**src/rtl/ysyx_25040111_arb_pkg.sv**
```systemverilog
// Shared encodings for the instruction-refill / load-store memory arbiter.
package ysyx_25040111_arb_pkg;

   typedef enum logic [1:0] {
      IDLE = 2'd0,
      REQ  = 2'd1,
      RESP = 2'd2
   } state_t;

   localparam logic OWN_IFU = 1'b0;
   localparam logic OWN_LSU = 1'b1;

   localparam logic [1:0] MASK_WORD = 2'b11;

endpackage

```
**src/rtl/ysyx_25040111_arb_pick.sv**
```systemverilog
// Winner selection between the refill and load/store requesters.
module ysyx_25040111_arb_pick
   import ysyx_25040111_arb_pkg::*;
#(
   parameter logic FAIR = 1'b1
) (
   input  logic if_req,
   input  logic ls_req,
   input  logic last,
   output logic valid,
   output logic win
);

   always_comb begin
      valid = if_req | ls_req;
      win   = OWN_IFU;
      // On a tie the LSU wins unless round-robin says it had the last turn.
      if (ls_req && (!if_req || !FAIR || last == OWN_IFU))
         win = OWN_LSU;
   end

endmodule

```
**src/rtl/ysyx_25040111_arb.sv**
```systemverilog
// Two-requester memory arbiter: one latched transaction at a time, response
// beats steered combinationally back to the owning requester.
module ysyx_25040111_arb
   import ysyx_25040111_arb_pkg::*;
#(
   parameter logic FAIR = 1'b1,
   parameter int   AW   = 32
) (
   input  logic          clock,
   input  logic          reset,
   input  logic          if_req,
   input  logic [AW-1:0] if_addr,
   input  logic [7:0]    if_len,
   output logic          if_gnt,
   output logic          if_rvalid,
   output logic [31:0]   if_rdata,
   output logic          if_rlast,
   output logic          if_err,
   input  logic          ls_req,
   input  logic          ls_wen,
   input  logic [AW-1:0] ls_addr,
   input  logic [31:0]   ls_wdata,
   input  logic [1:0]    ls_mask,
   input  logic          ls_sign,
   output logic          ls_gnt,
   output logic          ls_done,
   output logic [31:0]   ls_rdata,
   output logic          ls_err,
   output logic          m_valid,
   input  logic          m_ready,
   output logic          m_wen,
   output logic [AW-1:0] m_addr,
   output logic [31:0]   m_wdata,
   output logic [1:0]    m_mask,
   output logic          m_sign,
   output logic [7:0]    m_len,
   input  logic          m_rvalid,
   input  logic [31:0]   m_rdata,
   input  logic          m_rlast,
   input  logic          m_bvalid,
   input  logic          m_err
);

   state_t        state_reg;
   logic          owner_reg;
   logic          last_reg;
   logic [7:0]    cnt_reg;
   logic          over_reg;
   logic          if_gnt_reg;
   logic          ls_gnt_reg;
   logic          m_valid_reg;
   logic          m_wen_reg;
   logic [AW-1:0] m_addr_reg;
   logic [31:0]   m_wdata_reg;
   logic [1:0]    m_mask_reg;
   logic          m_sign_reg;
   logic [7:0]    m_len_reg;

   logic pick_valid;
   logic pick_win;

   ysyx_25040111_arb_pick #(.FAIR(FAIR)) u_pick (
      .if_req (if_req),
      .ls_req (ls_req),
      .last   (last_reg),
      .valid  (pick_valid),
      .win    (pick_win)
   );

   logic in_resp;
   logic if_beat;
   logic at_last;
   logic term_beat;

   assign in_resp   = (state_reg == RESP);
   assign if_beat   = in_resp && (owner_reg == OWN_IFU) && m_rvalid;
   assign at_last   = (cnt_reg == m_len_reg);
   // over_reg marks beats past the terminal count, which never carry rlast.
   assign term_beat = at_last && !over_reg;

   assign if_rvalid = if_beat;
   assign if_rdata  = if_beat ? m_rdata : 32'd0;
   assign if_rlast  = if_beat && term_beat;
   assign if_err    = if_beat && (m_err || over_reg || (m_rlast != term_beat));

   assign ls_done   = in_resp && (owner_reg == OWN_LSU) && (m_wen_reg ? m_bvalid : m_rvalid);
   assign ls_rdata  = (ls_done && !m_wen_reg) ? m_rdata : 32'd0;
   assign ls_err    = ls_done && m_err;

   assign if_gnt  = if_gnt_reg;
   assign ls_gnt  = ls_gnt_reg;
   assign m_valid = m_valid_reg;
   assign m_wen   = m_wen_reg;
   assign m_addr  = m_addr_reg;
   assign m_wdata = m_wdata_reg;
   assign m_mask  = m_mask_reg;
   assign m_sign  = m_sign_reg;
   assign m_len   = m_len_reg;

   always_ff @(posedge clock or negedge reset) begin
      if (!reset) begin
         state_reg   <= IDLE;
         owner_reg   <= OWN_IFU;
         last_reg    <= OWN_IFU;
         cnt_reg     <= 8'd0;
         over_reg    <= 1'b0;
         if_gnt_reg  <= 1'b0;
         ls_gnt_reg  <= 1'b0;
         m_valid_reg <= 1'b0;
         m_wen_reg   <= 1'b0;
         m_addr_reg  <= '0;
         m_wdata_reg <= 32'd0;
         m_mask_reg  <= 2'b00;
         m_sign_reg  <= 1'b0;
         m_len_reg   <= 8'd0;
      end else begin
         if_gnt_reg <= 1'b0;
         ls_gnt_reg <= 1'b0;
         case (state_reg)
            IDLE: begin
               if (pick_valid) begin
                  state_reg   <= REQ;
                  owner_reg   <= pick_win;
                  last_reg    <= pick_win;
                  m_valid_reg <= 1'b1;
                  cnt_reg     <= 8'd0;
                  over_reg    <= 1'b0;
                  if (pick_win == OWN_LSU) begin
                     ls_gnt_reg  <= 1'b1;
                     m_wen_reg   <= ls_wen;
                     m_addr_reg  <= ls_addr;
                     m_wdata_reg <= ls_wdata;
                     m_mask_reg  <= ls_mask;
                     m_sign_reg  <= ls_sign;
                     m_len_reg   <= 8'd0;
                  end else begin
                     if_gnt_reg  <= 1'b1;
                     m_wen_reg   <= 1'b0;
                     m_addr_reg  <= if_addr;
                     m_wdata_reg <= 32'd0;
                     m_mask_reg  <= MASK_WORD;
                     m_sign_reg  <= 1'b0;
                     m_len_reg   <= if_len;
                  end
               end
            end
            REQ: begin
               if (m_ready) begin
                  m_valid_reg <= 1'b0;
                  state_reg   <= RESP;
               end
            end
            RESP: begin
               if (owner_reg == OWN_IFU) begin
                  if (m_rvalid) begin
                     // Counter parks at the terminal count so len=255 cannot wrap.
                     if (at_last) over_reg <= 1'b1;
                     else         cnt_reg  <= cnt_reg + 8'd1;
                     if (m_rlast) state_reg <= IDLE;
                  end
               end else if (ls_done) begin
                  state_reg <= IDLE;
               end
            end
            default: state_reg <= IDLE;
         endcase
      end
   end

endmodule

```
**config.mk**
```make
export PLATFORM = sky130hd
export DESIGN_NAME = ysyx_25040111_arb
export DESIGN_NICKNAME = d
export VERILOG_FILES = /design/src/rtl/ysyx_25040111_arb_pkg.sv /design/src/rtl/ysyx_25040111_arb_pick.sv /design/src/rtl/ysyx_25040111_arb.sv
export SDC_FILE = /design/constraint.sdc
export NUM_CORES = 1
export LEC_CHECK = 0
export CORE_AREA = 2 2 115 117
export CTS_CLUSTER_DIAMETER = 150
export DETAILED_ROUTE_END_ITERATION = 6
export DIE_AREA = 0 0 117 119
export PLACE_DENSITY = 0.88
export SLEW_MARGIN = 20
export SYNTH_ARGS = -nofsm -noshare
export SYNTH_HDL_FRONTEND = slang
export SYNTH_SLANG_ARGS = --single-unit
```
**constraint.sdc**
```tcl
create_clock -name clock -period 5.91 [get_ports clock]
set_clock_uncertainty 0.15 [all_clocks]
set_input_delay 1.182 -clock clock [delete_from_list [all_inputs] [get_ports clock]]
set_output_delay 1.182 -clock clock [all_outputs]
set_load 0.01 [all_outputs]
```
* Word level (Yosys, flattened, before mapping)
Index checks and enable logic that the tools add are counted.
** Word-level totals
- Register bits :: 91
- Latch bits :: 0
- Memory bits (writable) :: 0
- Memory bits (read-only) :: 0
- Output and inout port bits :: 148
- Word-level logic and storage cells :: 89
- Memories kept :: 0
** Operators by class
- Add/subtract/negate cells :: 1
- Multipliers :: 0
- Divide/modulo/power cells :: 0
- Magnitude comparators :: 0
- Equal/unequal tests :: 13
- Shift-type cells :: 0
- Mux-type cells :: 36
- Bitwise operators :: 2
- Reduce and logical (&&, ||, !) cells :: 24
** Operators by type and width (count)
- 32-bit 2-to-1 mux :: 4
- 8-bit 2-to-1 mux :: 5
- 1-bit 2-to-1 mux :: 16
- 8-bit case mux with 2 select lines :: 1
- 5-bit AND reduction :: 3
- 2-bit 2-to-1 mux :: 7
- 1-bit logical AND :: 10
- 2-bit != test, second input constant :: 5
- 3-bit != test, second input constant :: 3
- 8-bit by 1-bit adder with 8-bit output, second input constant :: 1
- 8-bit equality test :: 1
- 2-bit case mux with 3 select lines :: 1
- 1-bit case mux with 2 select lines :: 2
- 2-bit nonzero test :: 2
- 1-bit zero test :: 3
- 1-bit logical OR :: 3
- 3-bit AND reduction :: 1
- 2-bit by 1-bit equality test with 1-bit output, second input constant :: 1
- 2-bit equality test, second input constant :: 1
- 2-bit zero test :: 1
- 2-bit by 1-bit != test with 1-bit output, second input constant :: 1
- 2-bit AND reduction :: 1
- 1-bit != test :: 1
- 1-bit inverter :: 1
- 1-bit bitwise OR :: 1

* Logic depth before layout (Yosys ltp)
Gate-level depths: netlist (run 1).
- Depth in word-level cells :: 7
- Gate-level depth with buffers :: 7

* Cells and area by module
From an unflattened synthesis (run 1), not the netlist that was laid out.
** Unflattened totals
- Cell total of the unflattened synthesis :: 508
- Area total of the unflattened synthesis :: 4621.9 um^2
** By module, submodules not included
- ysyx_25040111_arb :: times used 1, cells an instance 506, area an instance 4608.2 um^2
- ysyx_25040111_arb_pick :: times used 1, cells an instance 2, area an instance 13.8 um^2

* Worst setup path after synthesis (run 1)
Ideal clock, no wire load.
- Path kind :: input -> output
- Start point :: input port m_rvalid
- End point :: output port if_err
- Arrival time :: 1.986 ns
- Data required time :: 4.578 ns
- Path slack :: 2.592 ns
- Stages :: 4
- Path through :: nand2b_4 > nor2_1 > clkbuf_1 > o31a_1
** On the way
- Cells in the longest elaborated chain, start to end :: 2
** RTL lines
- start, declared :: line ysyx_25040111_arb.sv:37 : input logic m_rvalid,
- 1-bit logical AND :: line ysyx_25040111_arb.sv:76 : assign if_beat = in_resp && (owner_reg == OWN_IFU) && m_rvalid;
- named net if_rvalid :: line ysyx_25040111_arb.sv:15 : output logic if_rvalid,
- 1-bit logical AND :: line ysyx_25040111_arb.sv:84 : assign if_err = if_beat && (m_err || over_reg || (m_rlast != term_beat));
- end, declared :: line ysyx_25040111_arb.sv:18 : output logic if_err,
The timed path passes the listed nets, and every way through them passes these cells.

* Worst setup path after layout (run 1)
- Start point :: input port m_rvalid
- End point :: output port ls_rdata[8]
** On the way
- Cells in the longest elaborated chain, start to end :: 4
** RTL lines
- 1-bit 2-to-1 mux :: line ysyx_25040111_arb.sv:86 : assign ls_done = in_resp && (owner_reg == OWN_LSU) && (m_wen_reg ? m_bvalid : m_rvalid);
- 1-bit logical AND :: line ysyx_25040111_arb.sv:86
- 1-bit logical AND :: line ysyx_25040111_arb.sv:87 : assign ls_rdata = (ls_done && !m_wen_reg) ? m_rdata : 32'd0;
- 32-bit 2-to-1 mux :: line ysyx_25040111_arb.sv:87
- end, declared :: line ysyx_25040111_arb.sv:27 : output logic [31:0] ls_rdata,
No other way between the ends.

==> impl_metrics.env, run 1 <==
export IMPL_clock_power_share_pct=18.3
export IMPL_final_hold_viol_count=0
export IMPL_power_per_cell_area_nw_per_um2=438
export IMPL_seq_area_frac_synth_pct=54.3
export IMPL_critPathMostFrequentCell="sky130_fd_sc_hd__clkdlybuf4s50_1"
export IMPL_critical_path_required_ps=4580
export IMPL_arrival_ps=2900
export IMPL_grt_max_degree=92
export IMPL_worstSetupPathDepth=6
export IMPL_syn_avg_cell_area_um2=10.9
export IMPL_net_switching_power_mw=1.17
export IMPL_groute_usage_overall_pct=20.0
export IMPL_min_delay_path_depth=1
export IMPL_internal_power_mw=2.17
export IMPL_syn_to_final_growth_pct=82.0
export IMPL_numCtsBuffers=9
export IMPL_timing_worst_slew_pin_value_ps=1100
export IMPL_core_region_area_um2=12900
export IMPL_synth_enable_flop_cells=0
export IMPL_post_drt_via_cell_ratio=4.98
export IMPL_clk_pin_slew_ps=70
export IMPL_antenna_found_initial=0
export IMPL_synthMostInstantiatedCell="sky130_fd_sc_hd__dfrtp_1"
export IMPL_ys_dominant_reg_cell="sky130_fd_sc_hd__dfrtp_1"
export IMPL_unrepaired_setup_endpoints_after_global_routing="no"
export IMPL_period_needed_ps=4230
export IMPL_power_combinational_fraction_pct=48.2
export IMPL_synth_top_cells_by_count="sky130_fd_sc_hd__dfrtp_1, sky130_fd_sc_hd__and2_1, sky130_fd_sc_hd__a22o_1"
export IMPL_final_core_util_pct=59.2
export IMPL_power_share_sequential_pct=33.4
export IMPL_grt_pass1_wl_um=21800
export IMPL_postCtsResizedCells=0
export IMPL_crit_path_max_incr_delay_ps=550
export IMPL_clkLatencyLatePin_ps=330
export IMPL_path_delay_family="buffers and inverters"
export IMPL_dr_pass1_iters=6
export IMPL_place_detailed_instances=832
export IMPL_r2r_cells=5
export IMPL_worst_setup_path_end_kind="output pin"
export IMPL_place_gp_congestion=0.792
export IMPL_timing_slew_headroom_pct=26.6
export IMPL_synth_top_cells_by_area="sky130_fd_sc_hd__dfrtp_1, sky130_fd_sc_hd__and2_1, sky130_fd_sc_hd__a22o_1, sky130_fd_sc_hd__a222oi_1, sky130_fd_sc_hd__inv_1"
export IMPL_timing_hold_worst_class="reg -> reg"
export IMPL_run_status="finished, final reports clean"
export IMPL_cellLeakagePower_nw=3.34
export IMPL_synthCells=384
export IMPL_initial_utilization_pct=32.5
export IMPL_ys_async_sr_fraction_pct=100
export IMPL_finish_cell_count_without_fillers=848
export IMPL_timing_critical_path_cells="clkdlybuf4s50_1 > nand2b_1 > nor2_1 > buf_4 > and2_1 > clkdlybuf4s50_1"
export IMPL_num_rows=42
export IMPL_cts_htree_levels=3
export IMPL_wl_um=14100
export IMPL_ant_nets=0
export IMPL_die_width_um=117
export IMPL_tritoncts="done"
export IMPL_n_fill_cell=1028
export IMPL_standard_cell_with_the_maximum_stage_delay_on_the_critical_path="sky130_fd_sc_hd__clkdlybuf4s50_1"
export IMPL_timing_worst_setup_path_type="in -> out"
export IMPL_port_buffer_count=296
export IMPL_synth_warnings=0
export IMPL_cp_start_kind="primary input"
export IMPL_setup_viol_count_final=0
export IMPL_detail_route_wl_per_cell_um=16.6
export IMPL_clock_sink_count=91
export IMPL_synthesis_area_um2=4190
export IMPL_die_h_um=119
export IMPL_post_route_drc_count=0
export IMPL_p_sw_share_pct=35.1
export IMPL_slew_viol_final=0
export IMPL_fin_total_pwr_mw=3.34
export IMPL_setup_tns_final_ps=0
export IMPL_top_fanout_value_on_the_critical_path=32
export IMPL_dp_hpwl_um=10700
export IMPL_floorplan_die_area_um2=13900
export IMPL_fmaxAchievable_mhz=236
export IMPL_post_cts_setup_buffers=0
export IMPL_synth_fp_nets=534
export IMPL_cts_hold_buffers_added=0
export IMPL_cts_root_to_sink_buffers=2
export IMPL_dr_total_vias=4220
export IMPL_period_share_pct=71.6
export IMPL_grt_pass1_vias=4388
export IMPL_netlist_cell_type_count=39
export IMPL_final_net_count=817
export IMPL_clk_root_buffer_cell="sky130_fd_sc_hd__clkbuf_16"
export IMPL_path_buf_inv=3
export IMPL_irDropWorstVdd_mv=0.247
export IMPL_grt_overflow_total=0
export IMPL_post_synth_top_area_fraction_pct=54.3
export IMPL_layout_drive_gt1_share_pct=4.32
export IMPL_max_cap_viol_count=0
export IMPL_number_of_top_level_design_ports=297
export IMPL_yosys_register_bits=91
export IMPL_drt_iter0_drc=275
export IMPL_number_of_diodes=0
export IMPL_synth_top_area_cell="sky130_fd_sc_hd__dfrtp_1"
power by group through the flow:
stage | registers (mW) | logic [mW] | clock network (mW)
after floorplan | 1.19 | 0.657 | 0
after global placement | 1.10 | 1.58 | 0
after detailed placement | 1.11 | 1.62 | 0
after CTS | 1.11 | 1.63 | 0.627
after global routing | 1.15 | 1.73 | 0.654
final | 1.12 | 1.61 | 0.611
per-layer routing:
| metal | vias to the layer above | part of all wire, % | global-route usage (%) | wire, um |
|---|---|---|---|---|
| met3 | 25 | 9.4 | 5.70 | 1320 |
| met2 | 242 | 52 | 36.1 | 7340 |
| met1 | 2009 | 36 | 21.6 | 5000 |
| met5 | - | 0 | 0 | 0 |
| met4 | 0 | 2.8 | 8.16 | 399 |
| li1 | 1944 | - | - | - |
through the flow:
stage | hold slack (ps) | setup slack, ps | instance area, um2
after floorplan | 328 | 2590 | 4190
after global placement | 333 | 1720 | 7300
after detailed placement | 335 | 1670 | 7300
after CTS | 354 | 1670 | 7620
after global routing | 365 | 1570 | 7620
final | 355 | 1680 | 7620
cell families (layout without fill, tap and decap cells):
| kind of cell | Yosys count | in the layout | synth area share, % |
|---|---|---|---|
| XOR/XNOR | 10 | 10 | 2.09 |
| adder cells (fa/ha/maj) | 1 | 1 | 0.299 |
| flip-flops | 91 | 91 | 54.3 |
| AO/OA/AOI/OAI | 100 | 100 | 21.0 |
| multiplexers | 1 | 1 | 0.269 |
| buffers and inverters | 65 | 353 | 6.00 |
| AND/OR/NAND/NOR | 116 | 116 | 16.0 |
cell usage in the layout (no fill, tap or decap), types with 3 or more instances in the layout:
cell type	n
sky130_fd_sc_hd__clkdlybuf4s50_1	295
sky130_fd_sc_hd__dfrtp_1	91
sky130_fd_sc_hd__and2_1	69
sky130_fd_sc_hd__a22o_1	42
sky130_fd_sc_hd__inv_1	37
sky130_fd_sc_hd__a222oi_1	32
sky130_fd_sc_hd__nand2_1	15
sky130_fd_sc_hd__nor2_1	15
sky130_fd_sc_hd__clkbuf_16	9
sky130_fd_sc_hd__xor2_1	8
sky130_fd_sc_hd__a21oi_1	4
sky130_fd_sc_hd__a31oi_1	4
sky130_fd_sc_hd__nand3_1	4
sky130_fd_sc_hd__a41o_1	3
sky130_fd_sc_hd__o21ai_0	3
sky130_fd_sc_hd__buf_4	3
worst paths after layout:
check / slack [ps] / from / end
max in group asynchronous: 4260 / reset / m_addr[9]
min in group asynchronous: 740 / reset / m_addr[11]
hold reg to reg: 350 / m_wdata[0] / m_wdata[0]
setup / recovery: 1680 / m_rvalid / ls_rdata[8]
setup reg to reg: 3250 / last_reg / m_addr[22]
hold / removal: 350 / m_wdata[0] / m_wdata[0]
cell type report:
type                            instances  area [um2]  share of cell area (%)
Clock inverter                          6        88.8                    1.17
Timing Repair Buffer                  299        2990                    39.2
Sequential cell                        91        2280                    29.9
Multi-Input combinational cell        228        1680                    22.0
Inverter                               38         143                    1.87
Clock buffer                           10         229                    3.00
Tap cell                              176         220                    2.89
worst reg2reg max path, stage by stage, from the launching register on:
cell	delay (ps)
sky130_fd_sc_hd__dfrtp_1	430
sky130_fd_sc_hd__a21boi_0	450
sky130_fd_sc_hd__nand2_1	250
sky130_fd_sc_hd__inv_2	820
sky130_fd_sc_hd__a222oi_1	370
sky130_fd_sc_hd__inv_1	130
No activity file was read; power rests on OpenSTA's default activity.
==> inputs of run 2 (changes only) <==
CORE_AREA = 2 2 116 118   (was 2 2 115 117)
DIE_AREA = 0 0 118 120   (was 0 0 117 119)
PLACE_DENSITY = 0.87   (was 0.88)
clock period = 4.24 ns   (was 5.91 ns; I/O delays follow)
==> run 2 against run 1 <==
  * Die area grew 1.7%
  * Largest power group unchanged
  * Power grew 39%
  * Hold slack lost 5.2 ps
  * Design area is essentially flat
  * Via count grew 0.62%
  * Worst setup slack lost 1100 ps
  * Clock power grew 30%
  * Global-route usage grew 0.65 points
  * Core utilization shrank 0.53 points
  * Register-to-register slack lost 1400 ps
  * Highest routed layer unchanged
  * Non-clock buffer count grew 2
  * Combinational power grew 42%
==> impl_metrics.env, run 2 (synthesized netlist as in run 1, its figures left out) <==
export IMPL_worst_setup_path_end_kind="output pin"
export IMPL_timing_hold_worst_start="m_mask[1]"
export IMPL_final_hold_viol_count=0
export IMPL_period_needed_ps=3620
export IMPL_dr_pass1_iters=6
export IMPL_tritoncts="done"
export IMPL_cts_hold_buffers_added=0
export IMPL_cellLeakagePower_nw=3.35
export IMPL_core_region_area_um2=13000
export IMPL_cp_start_kind="flip-flop"
export IMPL_r2r_start="state_reg[1]"
export IMPL_number_of_top_level_design_ports=297
export IMPL_die_width_um=118
export IMPL_max_cap_viol_count=0
export IMPL_initial_utilization_pct=32.3
export IMPL_clk_root_buffer_cell="sky130_fd_sc_hd__clkbuf_16"
export IMPL_grt_pass1_vias=4391
export IMPL_cts_htree_levels=3
export IMPL_most_common_library_cell_in_the_layout_ignoring_fill_and_taps="sky130_fd_sc_hd__clkdlybuf4s50_1"
export IMPL_pre_cts_slack_ps=679
export IMPL_final_net_count=819
export IMPL_cp_startpoint="cnt_reg[2]"
export IMPL_fin_total_pwr_mw=4.63
export IMPL_setup_viol_count_final=0
export IMPL_detail_route_wl_per_cell_um=17.3
export IMPL_irDropWorstVdd_mv=0.341
export IMPL_antenna_found_initial=1
export IMPL_dr_total_vias=4246
export IMPL_slew_viol_final=0
export IMPL_clkLatencyLatePin_ps=340
export IMPL_timing_worst_setup_path_type="reg -> out"
export IMPL_ant_nets=0
export IMPL_min_delay_path_depth=1
export IMPL_grt_pass1_wl_um=23100
export IMPL_die_h_um=120
export IMPL_clk_pin_slew_ps=60
export IMPL_cts_root_to_sink_buffers=2
export IMPL_post_cts_setup_buffers=0
export IMPL_r2r_end="m_addr[9]"
export IMPL_fin_worst_setup_slack_ps=618
export IMPL_arrival_ps=2620
export IMPL_floorplan_die_area_um2=14200
export IMPL_place_gp_congestion=0.831
export IMPL_groute_usage_overall_pct=20.7
export IMPL_hold_ws_ps=350
export IMPL_unrepaired_setup_endpoints_after_global_routing="no"
export IMPL_numCtsBuffers=9
export IMPL_dp_hpwl_um=11300
export IMPL_grt_overflow_total=0
export IMPL_setup_tns_final_ps=0
export IMPL_worst_setup_slack_for_register_to_register_paths_ps=1810
export IMPL_clock_sink_count=91
export IMPL_run_status="finished, final reports clean"
export IMPL_area_sequential_um2=2280
export IMPL_timing_worst_slew_pin_value_ps=1010
export IMPL_postCtsResizedCells=0
export IMPL_final_core_util_pct=58.7
export IMPL_post_route_drc_count=0
export IMPL_drt_iter0_drc=385
export IMPL_layout_drive_gt1_share_pct=4.46
export IMPL_hold_end="m_mask[1]"
export IMPL_timing_slew_headroom_pct=32.3
export IMPL_most_common_layout_cells="sky130_fd_sc_hd__clkdlybuf4s50_1, sky130_fd_sc_hd__dfrtp_1, sky130_fd_sc_hd__and2_1"
export IMPL_top_fanout_value_on_the_critical_path=6
export IMPL_timing_hold_worst_class="reg -> reg"
export IMPL_critical_path_required_ps=3240
export IMPL_fmaxAchievable_mhz=276
export IMPL_post_drt_via_cell_ratio=5.00
export IMPL_period_share_pct=85.4
export IMPL_n_fill_cell=1083
export IMPL_power_per_cell_area_nw_per_um2=608
export IMPL_port_buffer_count=296
export IMPL_wl_um=14700
export IMPL_grt_max_degree=92
export IMPL_area_of_the_multi_input_gates_um2=1680
export IMPL_r2r_cells=6
export IMPL_num_rows=42
export IMPL_syn_to_final_growth_pct=81.8
-- run 2: metal layers --
metal	global-route usage (%)	share of wire (%)
met5	0	0
met2	37.8	52
met4	9.41	3.3
met3	5.70	8.6
met1	22.2	36
-- run 2: cell type report --
cell class	instances	area share, %
repair buffers	301	39.4
flip-flops and latches	91	29.9
clock buffers	11	3.19
inverters	38	1.87
clock inverters	4	0.673
well taps	176	2.89
diodes	1	0.0328
multi-input cells	228	22.1
-- run 2: power by group --
group          leakage, nW  internal, mW  switching [mW]
Clock                0.142         0.470           0.327
Sequential            1.15          1.26           0.302
Combinational         2.05          1.25            1.03
Total                 3.35          2.98            1.66
-- run 2: per-stage QoR --
stage / cells / cell area, um2
global route: 850 / 7620
detailed placement: 834 / 7320
global placement: 834 / 7320
floorplan: 384 / 4190
finish: 850 / 7620
CTS: 849 / 7610
-- run 2: worst max-delay path by stage --
stage | endpoint | slack, ps | cells past startpoint
6_report | if_err | 620 | 6
5_1_grt | if_err | 480 | 6
4_1_cts | if_err | 550 | 6
3_5_place_dp | if_rlast | 680 | 6
3_3_place_gp | ls_rdata[2] | 720 | 6
2_1_floorplan | if_err | 1590 | 4
-- run 2: worst max-delay path, cell delays in order (launching register included) --
cell                              delay, ps
sky130_fd_sc_hd__dfrtp_1                460
sky130_fd_sc_hd__xor2_1                 200
sky130_fd_sc_hd__nor4_2                 520
sky130_fd_sc_hd__and2_1                 300
sky130_fd_sc_hd__xnor2_1                150
sky130_fd_sc_hd__o31a_1                 140
sky130_fd_sc_hd__clkdlybuf4s50_1        540
